===== config.mk =====
export PLATFORM = sky130hd
export DESIGN_NAME = uart_rx_frame
export DESIGN_NICKNAME = d
export VERILOG_FILES = /design/src/rtl/uart_pkg.sv /design/src/rtl/uart_sync_2ff.sv /design/src/rtl/uart_rx_frame.sv
export SDC_FILE = /design/constraint.sdc
export NUM_CORES = 1
export LEC_CHECK = 0
export BUFFER_PORTS_ARGS = -buffer_cell sky130_fd_sc_hd__clkbuf_2
export CORE_MARGIN = 1.5
export CORE_UTILIZATION = 48
export DETAILED_ROUTE_END_ITERATION = 12
export GPL_ROUTABILITY_DRIVEN = 1
export GPL_TIMING_DRIVEN = 0
export PLACE_DENSITY = 0.66
export SLEW_MARGIN = 20
export SYNTH_ARGS = -nofsm -noshare
export SYNTH_HDL_FRONTEND = slang
export SYNTH_SLANG_ARGS = --single-unit

===== constraint.sdc =====
create_clock -name clk -period 3.1 [get_ports clk]
set_input_delay 0.31 -clock clk [delete_from_list [all_inputs] [get_ports clk]]
set_output_delay 0.31 -clock clk [all_outputs]
set_load 0.005 [all_outputs]

===== src/rtl/uart_pkg.sv =====
// Shared UART definitions: receiver state encoding, legal frame ranges and baud divisor helper.
package uart_pkg;

   typedef enum logic [2:0] {
      ST_IDLE      = 3'd0,
      ST_START     = 3'd1,
      ST_DATA      = 3'd2,
      ST_PARITY    = 3'd3,
      ST_STOP      = 3'd4,
      ST_WAIT_HIGH = 3'd5
   } uart_state_e;

   localparam int unsigned DATA_BITS_MIN = 5;
   localparam int unsigned DATA_BITS_MAX = 9;
   localparam int unsigned STOP_BITS_MIN = 1;
   localparam int unsigned STOP_BITS_MAX = 2;

   // Clock cycles per bit period; integer division, so the rate error is the caller's concern.
   function automatic int unsigned uart_bit_cnt(input int unsigned clk_freq,
                                                input int unsigned baud);
      return clk_freq / baud;
   endfunction

endpackage


===== src/rtl/uart_sync_2ff.sv =====
// Two-flop synchroniser for a single asynchronous input; both flops reset to RESET_VAL.
module uart_sync_2ff #(
   parameter logic RESET_VAL = 1'b0
) (
   input  logic clk,
   input  logic rst_n,
   input  logic d,
   output logic q
);

   logic meta;

   always_ff @(posedge clk or negedge rst_n) begin
      if (!rst_n) begin
         meta <= RESET_VAL;
         q    <= RESET_VAL;
      end else begin
         meta <= d;
         q    <= meta;
      end
   end

endmodule


===== src/rtl/uart_rx_frame.sv =====
// Parametrised UART receiver with mid-bit sampling, glitch rejection and framing checks.
// Define UART_RX_PARITY_EN to expect and check one parity bit between data and stop.
module uart_rx_frame
   import uart_pkg::*;
#(
   parameter int unsigned CLK_FREQ   = 100_000_000,
   parameter int unsigned BAUD_RATE  = 115_200,
   parameter int unsigned DATA_BITS  = 8,
   parameter int unsigned STOP_BITS  = 1,
   parameter int unsigned PARITY_ODD = 0
) (
   input  logic                 clk,
   input  logic                 rst_n,
   input  logic                 rx_in_i,
   output logic [DATA_BITS-1:0] dout_o,
   output logic                 rx_done_tick_o,
   output logic                 frame_err_o,
   output logic                 parity_err_o,
   output logic                 busy_o
);

   localparam int unsigned BIT_CNT = uart_bit_cnt(CLK_FREQ, BAUD_RATE);
   localparam int unsigned HALF    = BIT_CNT / 2;
   localparam int unsigned CW      = $clog2(BIT_CNT);
   localparam int unsigned NW      = $clog2(DATA_BITS + 1);

   localparam logic [CW-1:0] CNT_LAST  = CW'(BIT_CNT - 1);
   localparam logic [CW-1:0] CNT_HALF  = CW'(HALF - 1);
   localparam logic [NW-1:0] DATA_LAST = NW'(DATA_BITS - 1);
   localparam logic [NW-1:0] STOP_LAST = NW'(STOP_BITS - 1);

   if (DATA_BITS < DATA_BITS_MIN || DATA_BITS > DATA_BITS_MAX ||
       STOP_BITS < STOP_BITS_MIN || STOP_BITS > STOP_BITS_MAX ||
       PARITY_ODD > 1 || BIT_CNT < 4) begin : g_param_check
      $error("uart_rx_frame: illegal parameter combination");
   end

   logic rxs;

   uart_sync_2ff #(
      .RESET_VAL (1'b1)
   ) u_sync (
      .clk   (clk),
      .rst_n (rst_n),
      .d     (rx_in_i),
      .q     (rxs)
   );

   uart_state_e          state_q, state_d;
   logic [CW-1:0]        cnt_q, cnt_d;
   logic [NW-1:0]        nbit_q, nbit_d;
   logic [DATA_BITS-1:0] shreg_q, shreg_d;
   logic [DATA_BITS-1:0] dout_q, dout_d;
   logic                 ferr_q, ferr_d;
   logic                 frame_err_q, frame_err_d;
   logic                 tick_q, tick_d;
   logic                 stop_fe;

`ifdef UART_RX_PARITY_EN
   localparam logic ODD = (PARITY_ODD != 0);
   logic perr_q, perr_d;
   logic parity_err_q, parity_err_d;
`endif

   assign stop_fe = ferr_q | ~rxs;

   always_comb begin
      state_d     = state_q;
      cnt_d       = cnt_q + 1'b1;
      nbit_d      = nbit_q;
      shreg_d     = shreg_q;
      dout_d      = dout_q;
      ferr_d      = ferr_q;
      frame_err_d = frame_err_q;
      tick_d      = 1'b0;
`ifdef UART_RX_PARITY_EN
      perr_d       = perr_q;
      parity_err_d = parity_err_q;
`endif
      unique case (state_q)
         ST_IDLE: begin
            cnt_d = '0;
            if (!rxs) state_d = ST_START;
         end
         ST_START: begin
            if (cnt_q == CNT_HALF) begin
               cnt_d  = '0;
               nbit_d = '0;
               ferr_d = 1'b0;
`ifdef UART_RX_PARITY_EN
               perr_d = 1'b0;
`endif
               // A line that is high again at mid start bit was a glitch.
               state_d = rxs ? ST_IDLE : ST_DATA;
            end
         end
         ST_DATA: begin
            if (cnt_q == CNT_LAST) begin
               cnt_d   = '0;
               shreg_d = {rxs, shreg_q[DATA_BITS-1:1]};
               if (nbit_q == DATA_LAST) begin
                  nbit_d = '0;
`ifdef UART_RX_PARITY_EN
                  state_d = ST_PARITY;
`else
                  state_d = ST_STOP;
`endif
               end else begin
                  nbit_d = nbit_q + 1'b1;
               end
            end
         end
`ifdef UART_RX_PARITY_EN
         ST_PARITY: begin
            if (cnt_q == CNT_LAST) begin
               cnt_d   = '0;
               perr_d  = rxs ^ (^shreg_q) ^ ODD;
               state_d = ST_STOP;
            end
         end
`endif
         ST_STOP: begin
            if (cnt_q == CNT_LAST) begin
               cnt_d  = '0;
               ferr_d = stop_fe;
               if (nbit_q == STOP_LAST) begin
                  nbit_d      = '0;
                  tick_d      = 1'b1;
                  dout_d      = shreg_q;
                  frame_err_d = stop_fe;
`ifdef UART_RX_PARITY_EN
                  parity_err_d = perr_q;
`endif
                  // Leave at mid stop bit so a following start edge is not missed.
                  state_d = stop_fe ? ST_WAIT_HIGH : ST_IDLE;
               end else begin
                  nbit_d = nbit_q + 1'b1;
               end
            end
         end
         ST_WAIT_HIGH: begin
            cnt_d = '0;
            if (rxs) state_d = ST_IDLE;
         end
         default: begin
            cnt_d   = '0;
            state_d = ST_IDLE;
         end
      endcase
   end

   always_ff @(posedge clk or negedge rst_n) begin
      if (!rst_n) begin
         state_q     <= ST_IDLE;
         cnt_q       <= '0;
         nbit_q      <= '0;
         shreg_q     <= '0;
         dout_q      <= '0;
         ferr_q      <= 1'b0;
         frame_err_q <= 1'b0;
         tick_q      <= 1'b0;
      end else begin
         state_q     <= state_d;
         cnt_q       <= cnt_d;
         nbit_q      <= nbit_d;
         shreg_q     <= shreg_d;
         dout_q      <= dout_d;
         ferr_q      <= ferr_d;
         frame_err_q <= frame_err_d;
         tick_q      <= tick_d;
      end
   end

`ifdef UART_RX_PARITY_EN
   always_ff @(posedge clk or negedge rst_n) begin
      if (!rst_n) begin
         perr_q       <= 1'b0;
         parity_err_q <= 1'b0;
      end else begin
         perr_q       <= perr_d;
         parity_err_q <= parity_err_d;
      end
   end

   assign parity_err_o = parity_err_q;
`else
   assign parity_err_o = 1'b0;
`endif

   assign dout_o         = dout_q;
   assign rx_done_tick_o = tick_q;
   assign frame_err_o    = frame_err_q;
   assign busy_o         = (state_q != ST_IDLE);

endmodule

==> results of run 1 <==
-- per-layer routing --
metal | global-route usage (%) | up-vias | share of wire (%)
li1 | - | 651 | -
met1 | 24.5 | 656 | 47
met2 | 29.6 | 36 | 47
met3 | 5.14 | 6 | 4.7
met4 | 8.59 | 0 | 2.1
met5 | 0 | - | 0
-- sequential cells by signal, indices dropped and copies added, names as in the netlist --
register and flops:
cnt_q 10, rx_done_tick_o 1, frame_err_o 1, u_sync.meta 1, ferr_q 1, shreg_q 8
state_q 3, u_sync.q 1, dout_o 8, nbit_q 4
-- power by group through the flow --
stage	registers [uW]	clock network, uW	logic, uW
after floorplan	508	0	3.54
after global placement	509	0	14.5
after detailed placement	509	0	14.9
after CTS	499	513	14.8
after global routing	499	532	16.5
final	499	500	14.0
-- final cells by class --
| type | instances | area (um^2) | share of cell area (%) |
|---|---|---|---|
| clock inverters | 3 | 68.8 | 3.21 |
| inverters | 4 | 15.0 | 0.701 |
| plain buffers | 6 | 31.3 | 1.46 |
| flip-flops and latches | 38 | 953 | 44.5 |
| repair buffers | 13 | 65.1 | 3.04 |
| multi-input cells | 124 | 881 | 41.1 |
| clock buffers | 5 | 68.8 | 3.21 |
| well taps | 48 | 60.1 | 2.80 |
-- cell usage after synthesis --
master,number,area share (%)
o21ai_0,3,0.80
nand4b_1,1,0.47
a31o_1,1,0.47
o211ai_2,1,0.67
a21o_1,3,1.2
nand3b_1,2,0.80
nand3_2,1,0.53
inv_1,4,0.80
mux2_1,2,1.2
or4_4,1,0.60
and3b_2,1,0.53
a31oi_1,1,0.33
mux2i_1,2,1.1
a211oi_1,3,1.2
a32oi_1,1,0.47
xnor2_1,2,0.93
and2_1,1,0.33
a21oi_1,8,2.1
o21ai_1,1,0.27
a2111oi_2,1,0.80
o32ai_1,2,0.93
nor3_1,4,1.1
o21bai_1,1,0.40
dfstp_2,2,2.8
nor2_1,19,3.8
nand2b_1,7,2.3
and3_1,3,1.0
conb_1,1,0.20
and4bb_2,1,0.67
nor4bb_1,1,0.53
clkbuf_1,3,0.60
or3_1,2,0.67
buf_4,2,0.80
nand2_1,10,2.0
or2_1,1,0.33
nor3_2,1,0.53
mux2_2,15,9.0
nand3_1,4,1.1
ha_1,4,2.7
or3b_1,1,0.47
buf_2,1,0.27
nand4_1,4,1.3
dfrtp_1,36,48
xor2_1,6,2.8
nor4_1,1,0.33
-- metrics by stage --
| step | instance area (um^2) | power, uW | setup slack [ps] |
|---|---|---|---|
| 2_1_floorplan | 1880 | 512 | 1200 |
| 3_3_place_gp | 2010 | 523 | 942 |
| 3_5_place_dp | 2010 | 524 | 982 |
| 4_1_cts | 2140 | 1030 | 971 |
| 5_1_grt | 2140 | 1050 | 799 |
| 6_report | 2140 | 1010 | 928 |
-- cell families (layout without fill, tap and decap cells) --
group	after synthesis	count (layout)	share of synthesized area [%]
buffers and inverters	10	31	2.46
AOI/OAI and AO/OA	26	26	9.65
DFF	38	38	50.7
and+or+nand+nor	66	66	19.4
other	1	1	0.199
muxes	19	19	11.2
adders and majority gates	4	4	2.66
xor gates and xnor gates	8	8	3.73
-- critical path: cells and delay by family, from the launching register on --
kind | cells | cell delay, ps
adder cells (fa/ha/maj) | 1 | 160
multiplexers | 1 | 340
buffers and inverters | 2 | 250
flip-flops | 1 | 430
AND/OR/NAND/NOR | 2 | 880
-- final timing paths --
kind	end	slack, ps	depth (start not counted)
setup / recovery	dout_o[1]$_DFFE_PN0P_	930	6
hold / removal	u_sync.meta$_DFF_PN1_	100	1
setup reg to reg	dout_o[1]$_DFFE_PN0P_	930	6
hold reg to reg	u_sync.q$_DFF_PN1_	360	0
max in group asynchronous	dout_o[1]$_DFFE_PN0P_	2400	1
min in group asynchronous	nbit_q[3]$_DFFE_PN0P_	130	1
==> metrics.md, run 1 <==
| Metric | Value |
|---|---|
| Filler instances | `329` |
| CP Cell Sequence | `inv_1, ha_1, nor4bb_1, and3_1, buf_4, mux2_2` |
| Routed vias | `1349` |
| Nets@finish | `199` |
| Max H-tree Level | `2` |
| HP Class | `primary input to register` |
| Pwr dens | `473 nW/um^2` |
| Total grt overflow | `0` |
| Data arrival, critical path | `2350 ps` |
| Layout cells sized above 1 | `24.9%` |
| Reg power frac | `49.3%` |
| Setup-failing EPs final | `0` |
| Commonest non-fill, non-tap cell in the layout | `dfrtp_1` |
| Post-route non-filler standard cell count | `241` |
| Switching share of power | `18.8%` |
| Startpoint Class | `register` |
| Post-CTS Setup Bufs | `0` |
| Internal cell power | `823 uW` |
| Max Slew Vio Count | `0` |
| Area Growth Syn to Fin | `14.0%` |
| Final worst-path cycle share | `70.1%` |
| Die ar. | `4300 um^2` |
| Detailed-route wire length per cell | `14.3 um` |
| Hold_buf cts | `0` |
| CTS tree | `done` |
| Sw power | `190 uW` |
| Tightest Pin Transition | `910 ps` |
| Post-Syn Instances | `172` |
| Final core utilization | `57.7%` |
| CP endpoint kind | `register` |
| GR Util All Layers | `18.9%` |
| I/O Pins | `15` |
| Setup TNS Final | `0 ps` |
| Max Freq | `460 MHz` |
| CP Launch Point | `nbit_q[1]$_DFFE_PN0P_` |
| RSZ-0062 raised after global routing | `false` |
| Remaining DRCs | `0` |
| Clk buf depth | `2` |
| Drt first-iter violations | `95` |
| First-pass GRT wire length | `6050 um` |
| Number of global-route vias before repair | `1313` |
| Critical Path Max Stage Delay | `630 ps` |
| Vias/cell | `5.60` |
| Largest net degree at the start of global routing | `39` |
| LEAKAGE | `0.00100 uW` |
| Core Footprint | `3720 um^2` |
| Worst r2r src | `nbit_q[1]$_DFFE_PN0P_` |
| Clk root buf | `clkbuf_8` |
| Clk pwr share | `49.3%` |
| Reg clk slew, reported paths | `80 ps` |
| Routability cong. | `0.917` |
| Synthesized Nets | `179` |
| Syn Area/Cell | `10.9 um^2` |
| Comb pwr share | `1.4%` |
| Cells after DPL | `233` |
| Fin. Hold Viols | `0` |
| Crit-path slowest cell | `nor4bb_1` |
| 1st-pass router iterations | `4` |
| Setup CP Type | `register to register` |
| Commonest cells after routing, fill and taps aside | `dfrtp_1 (36), nor2_1 (19), mux2_2 (15), clkbuf_2 (13), nand2_1 (10)` |
| Setup Skew | `5.79 ps` |
| Hold WS | `95.6 ps` |
| # diodes | `0` |
| Max-capacitance violation count | `0` |
| Count of state elements after synthesis | `38` |
| Worst skew pair latency | `290 ps` |
| Cell row count | `22` |
| Mapped Area | `1880 um^2` |
| Yosys Warn Count | `0` |
| Die H | `65.6 um` |
| Worst EP required | `3280 ps` |
| Total CTS buffers | `5` |
| Outcome | `finished clean` |
| Slew headroom | `39.3%` |
| CTS sink count | `38` |
| Origin of the worst min-delay path | `rx_in_i` |
| I/O Buffers | `13` |
| Final HPWL DP | `2460 um` |
| Period minus WS final | `2170 ps` |
| VDD IR max | `0.311 mV` |
| Routed Antenna Nets | `0` |
| Unique masters post-synth | `45` |
| Total wire length | `3440 um` |
| Post-synthesis sequential area ratio | `50.7%` |
| Resized Gates After CTS | `0` |
| Crit-path max FO | `9` |
| Die W | `65.6 um` |
| Starting density of the core | `50.6%` |
| Initial antenna violation count | `0` |
(Power assumes the default switching activity.)
==> inputs of run 2 (changes only) <==
- ABC_AREA: unset -> 1
- clock period: 3.1 -> 2.2 ns (I/O delays scaled with it)
==> run 2 against run 1 <==
Critical path type unchanged. Fmax up 37%. Highest routed layer unchanged. Setup slack worse by 310 ps. Utilization up 1.0 points. Design area up 3.3%. Non-clock buffer count down 2.
==> metrics.md, run 2 <==
| Metric | Value |
|---|---|
| Remaining DRCs | `0 (unchanged)` |
| Filler instances | `347 (+5.5%)` |
| Tightest Pin Transition | `918 ps (+8.46 ps)` |
| Starting density of the core | `51.3% (+0.72 points)` |
| Unique masters post-synth | `30 (-33%)` |
| Vias/cell | `4.87 (-13%)` |
| VDD IR max | `0.447 mV (+44%)` |
| Crit-path max FO | `10 (+1)` |
| HP Class | `primary input to async pin` |
| Count of state elements after synthesis | `38 (unchanged)` |
| Yosys top cell area share | `46.5% (-1.4 points)` |
| Detailed-route wire length per cell | `11.3 um (-20%)` |
| Clk pwr share | `50.0% (+0.7 points)` |
| Worst r2r src | `cnt_q[0]$_DFF_PN0_` |
| Total CTS buffers | `5 (unchanged)` |
| Synthesized Nets | `228 (+27%)` |
| RSZ-0062 raised after global routing | `false` |
| Multi-input gate area | `847 um^2 (-3.8%)` |
| Synth area leaders | `dfrtp_1 (47%), nand2_1 (12%), o21ai_2 (7.2%), inv_1 (5.0%), nor2_1 (4.8%)` |
| Routability cong. | `0.795 (-13%)` |
| Setup-failing EPs final | `0 (unchanged)` |
| Dominant cell type by area after synthesis | `dfrtp_1` |
| Mapped Area | `1940 um^2 (+2.9%)` |
| Total wire length | `3300 um (-4.0%)` |
| Post-route setup slack | `616 ps (-312 ps)` |
| Data arrival, critical path | `1770 ps (-580 ps)` |
| CP endpoint kind | `register` |
| Reg-to-Reg End | `dout_o[4]$_DFFE_PN0P_` |
| Number of global-route vias before repair | `1296 (-1.3%)` |
| # diodes | `0 (unchanged)` |
| Asr flop ratio synth | `100% (unchanged)` |
| Layout cells sized above 1 | `23.9% (-1.0 points)` |
| GR Util All Layers | `17.9% (-1.1 points)` |
| Worst skew pair latency | `290 ps (about the same)` |
| Internal cell power | `1190 uW (+45%)` |
| Largest register FFs | `10 (unchanged)` |
| Setup CP Type | `register to register` |
| CTS sink count | `38 (unchanged)` |
| Worst EP required | `2380 ps (-900 ps)` |
| Top sig layer | `met4` |
| Nets@finish | `249 (+25%)` |
| Period minus WS final | `1580 ps (-588 ps)` |
| Hold WS | `52.2 ps (-43.3 ps)` |
| CP Cell Sequence | `ha_1, nand2_1, nor2_1, nand3_2, inv_2, nand3_4, buf_6, nand2_2, o21ai_2` |
| Post-synthesis sequential area ratio | `49.3% (-1.4 points)` |
| Buf+Inv Stages, Crit Path | `2 (unchanged)` |
| Final worst-path cycle share | `72.0% (+1.9 points)` |
| Crit-path slowest cell | `dfrtp_1` |
| Post-route non-filler standard cell count | `291 (+21%)` |
| Comb pwr share | `1.6% (+0.2 points)` |
| Flop2flop setup slack | `620 ps (-310 ps)` |
| I/O Buffers | `13 (unchanged)` |
| Max-capacitance violation count | `0 (unchanged)` |
| Die H | `66.5 um (+1.4%)` |
| Main synth FF type | `dfrtp_1` |
| First-pass GRT wire length | `5750 um (-4.9%)` |
| Initial antenna violation count | `0 (unchanged)` |
| Total power | `1450 uW (+43%)` |
| Max Freq | `631 MHz (+37%)` |
| Met3 WL | `162 um (unchanged)` |
| Max Slew Vio Count | `0 (unchanged)` |
| Total grt overflow | `0 (unchanged)` |
| Pre-CTS setup slack | `612 ps (-370 ps)` |
| Clk root buf | `clkbuf_8` |
| Reg clk slew, reported paths | `70 ps (about the same)` |
| Commonest non-fill, non-tap cell in the layout | `nand2_1` |
| Critical Path Max Stage Delay | `400 ps (-230 ps)` |
| Met2 WL | `1490 um (-6.7%)` |
| CTS tree | `done` |
| Syn Area/Cell | `8.76 um^2 (-20%)` |
| Setup Skew | `5.43 ps (-0.358 ps)` |
| Synth cell count leaders | `nand2_1 (61), dfrtp_1 (36), inv_1 (26)` |
| Post-synth EDFFs | `0 (unchanged)` |
| Cell family with most CP delay | `simple AND/OR/NAND/NOR gates` |
| Cells after DPL | `282 (+21%)` |
| Reg power frac | `48.4% (-0.9 points)` |
| Outcome | `finished clean` |
| Met1 wire length | `1590 um (-0.62%)` |
| Yosys Warn Count | `0 (unchanged)` |
| Slew headroom | `38.8% (-0.56 points)` |
| Most common cell in the netlist | `nand2_1` |
| Startpoint Class | `register` |
| Cell row count | `22 (unchanged)` |
| Routed vias | `1418 (+5.1%)` |
| Commonest cells after routing, fill and taps aside | `nand2_1 (61), dfrtp_1 (36), inv_1 (26), nor2_1 (25), o21ai_2 (16)` |
| Max H-tree Level | `2 (unchanged)` |
| R2R depth | `9 (+3)` |
| Routed Antenna Nets | `0 (unchanged)` |
| Post-Syn Instances | `221 (+28%)` |
| Reg area | `953 um^2 (unchanged)` |
| Fin. Hold Viols | `0 (unchanged)` |
| LEAKAGE | `0.00109 uW (+8.5%)` |
| Clk buf depth | `2 (unchanged)` |
| Drt first-iter violations | `59 (-38%)` |
| Largest Register | `cnt_q` |
| Die W | `66.5 um (+1.4%)` |
| Largest net degree at the start of global routing | `39 (unchanged)` |
| Area Growth Syn to Fin | `14.4%` |
| Core Footprint | `3770 um^2 (+1.5%)` |
| Sw power | `263 uW (+38%)` |
| Pwr dens | `656 nW/um^2 (+39%)` |
| 1st-pass router iterations | `4 (unchanged)` |
| Switching share of power | `18.1% (-0.70 points)` |
| Setup TNS Final | `0 ps (unchanged)` |
| Final HPWL DP | `2390 um (-2.8%)` |
| I/O Pins | `15 (unchanged)` |
| Die ar. | `4420 um^2 (+2.8%)` |
[run 2: cell count changes after synthesis, moves of 5 or more]
cell,before,now
inv_1,4,26
nand2b_1,7,0
mux2_2,15,0
nand2_1,10,61
nand2_2,0,5
nor2_1,19,25
o21ai_2,0,16
a21oi_1,8,3
[run 2: cells by family (layout without fill, tap and decap cells)]
logic type      Yosys count  in the layout  share of synthesized area (%)
simple gates            115            115                           27.9
flops                    38             38                           49.3
buf+inv                  31             53                           6.98
compound gates           26             26                           10.3
xor+xnor                  6              6                           2.71
fa+ha+maj                 4              4                           2.59
other cells               1              1                          0.194
[run 2: power by group through the flow]
stage,clock [uW],sequential [uW],combinational [uW]
final,727,703,23.4
after global routing,779,703,28.1
after CTS,746,703,24.9
after detailed placement,0,716,23.4
after global placement,0,716,23.6
after floorplan,0,716,6.74
[run 2: repair_timing]
| action | 4_1_cts | 5_1_grt |
|---|---|---|
| resized for setup | 0 | 0 |
| hold buffers | 1 | 0 |
| hold endpoints to repair | 1 | 0 |
| setup buffers | 0 | 0 |
[run 2: worst max-delay path by stage]
stage / start / to / slack, ps / cells past startpoint
3_5_place_dp: cnt_q[0]$_DFF_PN0_ / dout_o[4]$_DFFE_PN0P_ / 610 / 9
6_report: cnt_q[0]$_DFF_PN0_ / dout_o[4]$_DFFE_PN0P_ / 620 / 9
3_3_place_gp: cnt_q[0]$_DFF_PN0_ / dout_o[4]$_DFFE_PN0P_ / 630 / 9
4_1_cts: cnt_q[0]$_DFF_PN0_ / dout_o[4]$_DFFE_PN0P_ / 590 / 9
5_1_grt: cnt_q[0]$_DFF_PN0_ / dout_o[0]$_DFFE_PN0P_ / 460 / 9
2_1_floorplan: cnt_q[0]$_DFF_PN0_ / dout_o[4]$_DFFE_PN0P_ / 800 / 9
[run 2: metrics by stage]
stage          instance area [um^2]  util (%)
6_report                       2210      58.7
4_1_cts                        2210      58.7
5_1_grt                        2210      58.7
3_3_place_gp                   2060      54.6
2_1_floorplan                  1940         -
3_5_place_dp                   2060      54.6
[run 2: area by class of cell]
class / instances / share of cell area (%)
buffer: 3 / 1.36
clock buffer: 6 / 3.73
clock inverter: 2 / 2.71
inverter: 28 / 4.75
multi-input combinational: 152 / 38.3
sequential: 38 / 43.1
tap: 48 / 2.71
timing repair buffer: 14 / 3.39
[run 2: routing by layer]
layer  global-route usage (%)  up-vias
li1                         -      734
met1                     23.2      650
met2                     27.6       28
met3                     6.25        6
met4                     6.12        0
met5                        0        -
==> inputs of run 3 (changes only) <==
- PLACE_DENSITY: 0.66 -> 0.69
- clock period: 2.2 -> 1.32 ns (I/O delays scaled with it)
==> run 3 against run 2 <==
Critical endpoint is now dout_o[7]$_DFFE_PN0P_. Flip-flop and latch count did not move. Non-clock buffer count grew 12. The flow now finishes with violations (negative hold slack, negative setup slack). First-iteration DRC count increased by 27%. Clock power rose by 13%. Largest power group is now registers. Worst hold slack got worse by 85 ps. Utilization increased by 8.1 points.
==> metrics.md, run 3 (synthesis gave the netlist of run 2 again) <==
| Metric | Value |
|---|---|
| Outcome | `finished with violations` |
| Failing checks | `negative hold slack, negative setup slack` |
| Commonest cells after routing, fill and taps aside | `nand2_1 (52), dfrtp_1 (34), inv_1 (22), o21ai_2 (16)` |
| Die H | `66.5 um (unchanged)` |
| Max-capacitance violation count | `0 (unchanged)` |
| CP Capture Point | `dout_o[7]$_DFFE_PN0P_` |
| Die ar. | `4420 um^2 (unchanged)` |
| Met2 WL | `1970 um (+32%)` |
| Tightest Pin Transition | `923 ps (+4.26 ps)` |
| Reg-to-Reg End | `dout_o[7]$_DFFE_PN0P_` |
| I/O Buffers | `13 (unchanged)` |
| Hold WS | `-32.5 ps (-84.7 ps)` |
| CTS tree | `done` |
| CP Launch Point | `cnt_q[0]$_DFF_PN0_` |
| Routed vias | `1520 (+7.2%)` |
| Max Freq | `633 MHz (+0.29%)` |
| Layout cells sized above 1 | `41.0% (+17 points)` |
| Largest Register | `cnt_q` |
| Clk buf depth | `2 (unchanged)` |
| Area Growth Syn to Fin | `30.2%` |
| Slew headroom | `38.5% (-0.28 points)` |
| Clk root buf | `clkbuf_8` |
| Data arrival, critical path | `1750 ps (-20 ps)` |
| Reg area | `956 um^2 (+0.26%)` |
| Setup CP Type | `register to register` |
| HP Class | `primary input to async pin` |
| Worst EP required | `1490 ps (-890 ps)` |
| Pre-CTS setup slack | `-268 ps (-880 ps)` |
| Period minus WS final | `1580 ps (-4.56 ps)` |
| RSZ-0062 raised after global routing | `true` |
| Multi-input gate area | `1020 um^2 (+20%)` |
| Pwr dens | `807 nW/um^2 (+23%)` |
| Total grt overflow | `0 (unchanged)` |
| Crit-path max FO | `6 (-4)` |
| Fin. Hold Viols | `36 (+36)` |
| Worst skew pair latency | `290 ps (about the same)` |
| CTS sink count | `38 (unchanged)` |
| Core Footprint | `3770 um^2 (unchanged)` |
| Critical Path Max Stage Delay | `440 ps (+40 ps)` |
| Filler instances | `290 (-16%)` |
| Largest net degree at the start of global routing | `39 (unchanged)` |
| Die W | `66.5 um (unchanged)` |
| Setup-failing EPs final | `36 (+36)` |
| Worst r2r src | `cnt_q[0]$_DFF_PN0_` |
| 1st-pass router iterations | `4 (unchanged)` |
| I/O Pins | `15 (unchanged)` |
| Met3 WL | `155 um (-4.3%)` |
| Largest register FFs | `10 (unchanged)` |
| Max Slew Vio Count | `0 (unchanged)` |
| Initial antenna violation count | `0 (unchanged)` |
| Crit-path slowest cell | `dfrtp_2` |
| Total wire length | `3960 um (+20%)` |
| R2R depth | `9 (unchanged)` |
| Vias/cell | `5.00 (+2.6%)` |
| Total CTS buffers | `5 (unchanged)` |
| VDD IR max | `0.510 mV (+14%)` |
| First-pass GRT wire length | `6110 um (+6.1%)` |
| Final worst-path cycle share | `120% (+48 points)` |
| # diodes | `0 (unchanged)` |
| Met1 wire length | `1770 um (+11%)` |
| Starting density of the core | `51.3% (unchanged)` |
| Commonest non-fill, non-tap cell in the layout | `nand2_1` |
| Reg clk slew, reported paths | `70 ps (about the same)` |
| Max H-tree Level | `2 (unchanged)` |
| Setup Skew | `6.87 ps (+1.44 ps)` |
| Final core utilization | `66.8% (+8.1 points)` |
| Routability cong. | `0.916 (+15%)` |
| Number of global-route vias before repair | `1351 (+4.2%)` |
| Top sig layer | `met4` |
| Cell row count | `22 (unchanged)` |
| Detailed-route wire length per cell | `13.0 um (+15%)` |
| Drt first-iter violations | `75 (+27%)` |
| Remaining DRCs | `0 (unchanged)` |
| Nets@finish | `262 (+5.2%)` |
| Routed Antenna Nets | `0 (unchanged)` |
| Flop2flop setup slack | `-260 ps (-880 ps)` |
| GR Util All Layers | `18.7% (+0.85 points)` |
| Post-route setup slack | `-259 ps (-875 ps)` |
| CP endpoint kind | `register` |
| CP Cell Sequence | `ha_4, nand2_1, nor2_1, nand3_2, inv_2, nand3_4, buf_8, nand2_2, o21ai_2` |
| Startpoint Class | `register` |
| Final HPWL DP | `2420 um (+1.4%)` |
| LEAKAGE | `0.00117 uW (+7.2%)` |
[run 3: through the flow]
step	total power, uW	area, um^2	std cells	TNS (ps)
3_5_place_dp	1230	2070	282	-6130
5_1_grt	2110	2520	304	-9200
6_report	2030	2520	304	-6930
2_1_floorplan	1200	1940	221	-481
3_3_place_gp	1230	2070	282	-5700
4_1_cts	2060	2300	299	-4430
[run 3: worst min-delay path by stage]
stage,from,to,slack [ps],cells after the start
2_1_floorplan,rst_n,cnt_q[0]$_DFF_PN0_,-160,0
3_3_place_gp,rx_in_i,u_sync.meta$_DFF_PN1_,220,1
3_5_place_dp,rx_in_i,u_sync.meta$_DFF_PN1_,220,1
4_1_cts,rst_n,cnt_q[3]$_DFF_PN0_,3,1
5_1_grt,rst_n,cnt_q[3]$_DFF_PN0_,50,1
6_report,rst_n,cnt_q[3]$_DFF_PN0_,-30,1
[run 3: repair_timing]
item | CTS | global route
cloned | 2 | 0
pin swaps | 3 | 8
endpoints found under the setup margin | 36 | 37
setup buffers | 6 | 5
hold buffers | 1 | 0
gates resized for setup | 17 | 41
hold endpoints to repair | 1 | 0
[run 3: layout make-up]
type,count,area share [%]
Multi-Input combinational cell,152,40.3
Sequential cell,38,37.9
Timing Repair Buffer,26,8.94
Inverter,28,4.67
Clock buffer,6,3.28
Tap cell,48,2.38
Buffer,3,1.34
Timing Repair inverter,1,0.645
Clock inverter,2,0.497
[run 3: per-layer routing]
layer / up-vias / track usage [%]
met1: 708 / 25.4
met4: 0 / 7.65
li1: 766 / -
met5: - / 0
met2: 38 / 28.9
met3: 8 / 4.22
[run 3: worst max-delay path: cells and delay by family (launching register included)]
family	cells	cell delay [ps]
and+or+nand+nor	5	520
DFF	1	440
AOI/OAI and AO/OA	1	50
adders and majority gates	1	150
buffers and inverters	2	310
[run 3: report_power, final]
group	switching, uW	leakage [uW]	internal [uW]	total (uW)
sequential	2.28	0.000506	1170	1170
combinational	32.2	0.000614	8.61	40.8
clock	401	0.0000472	419	820
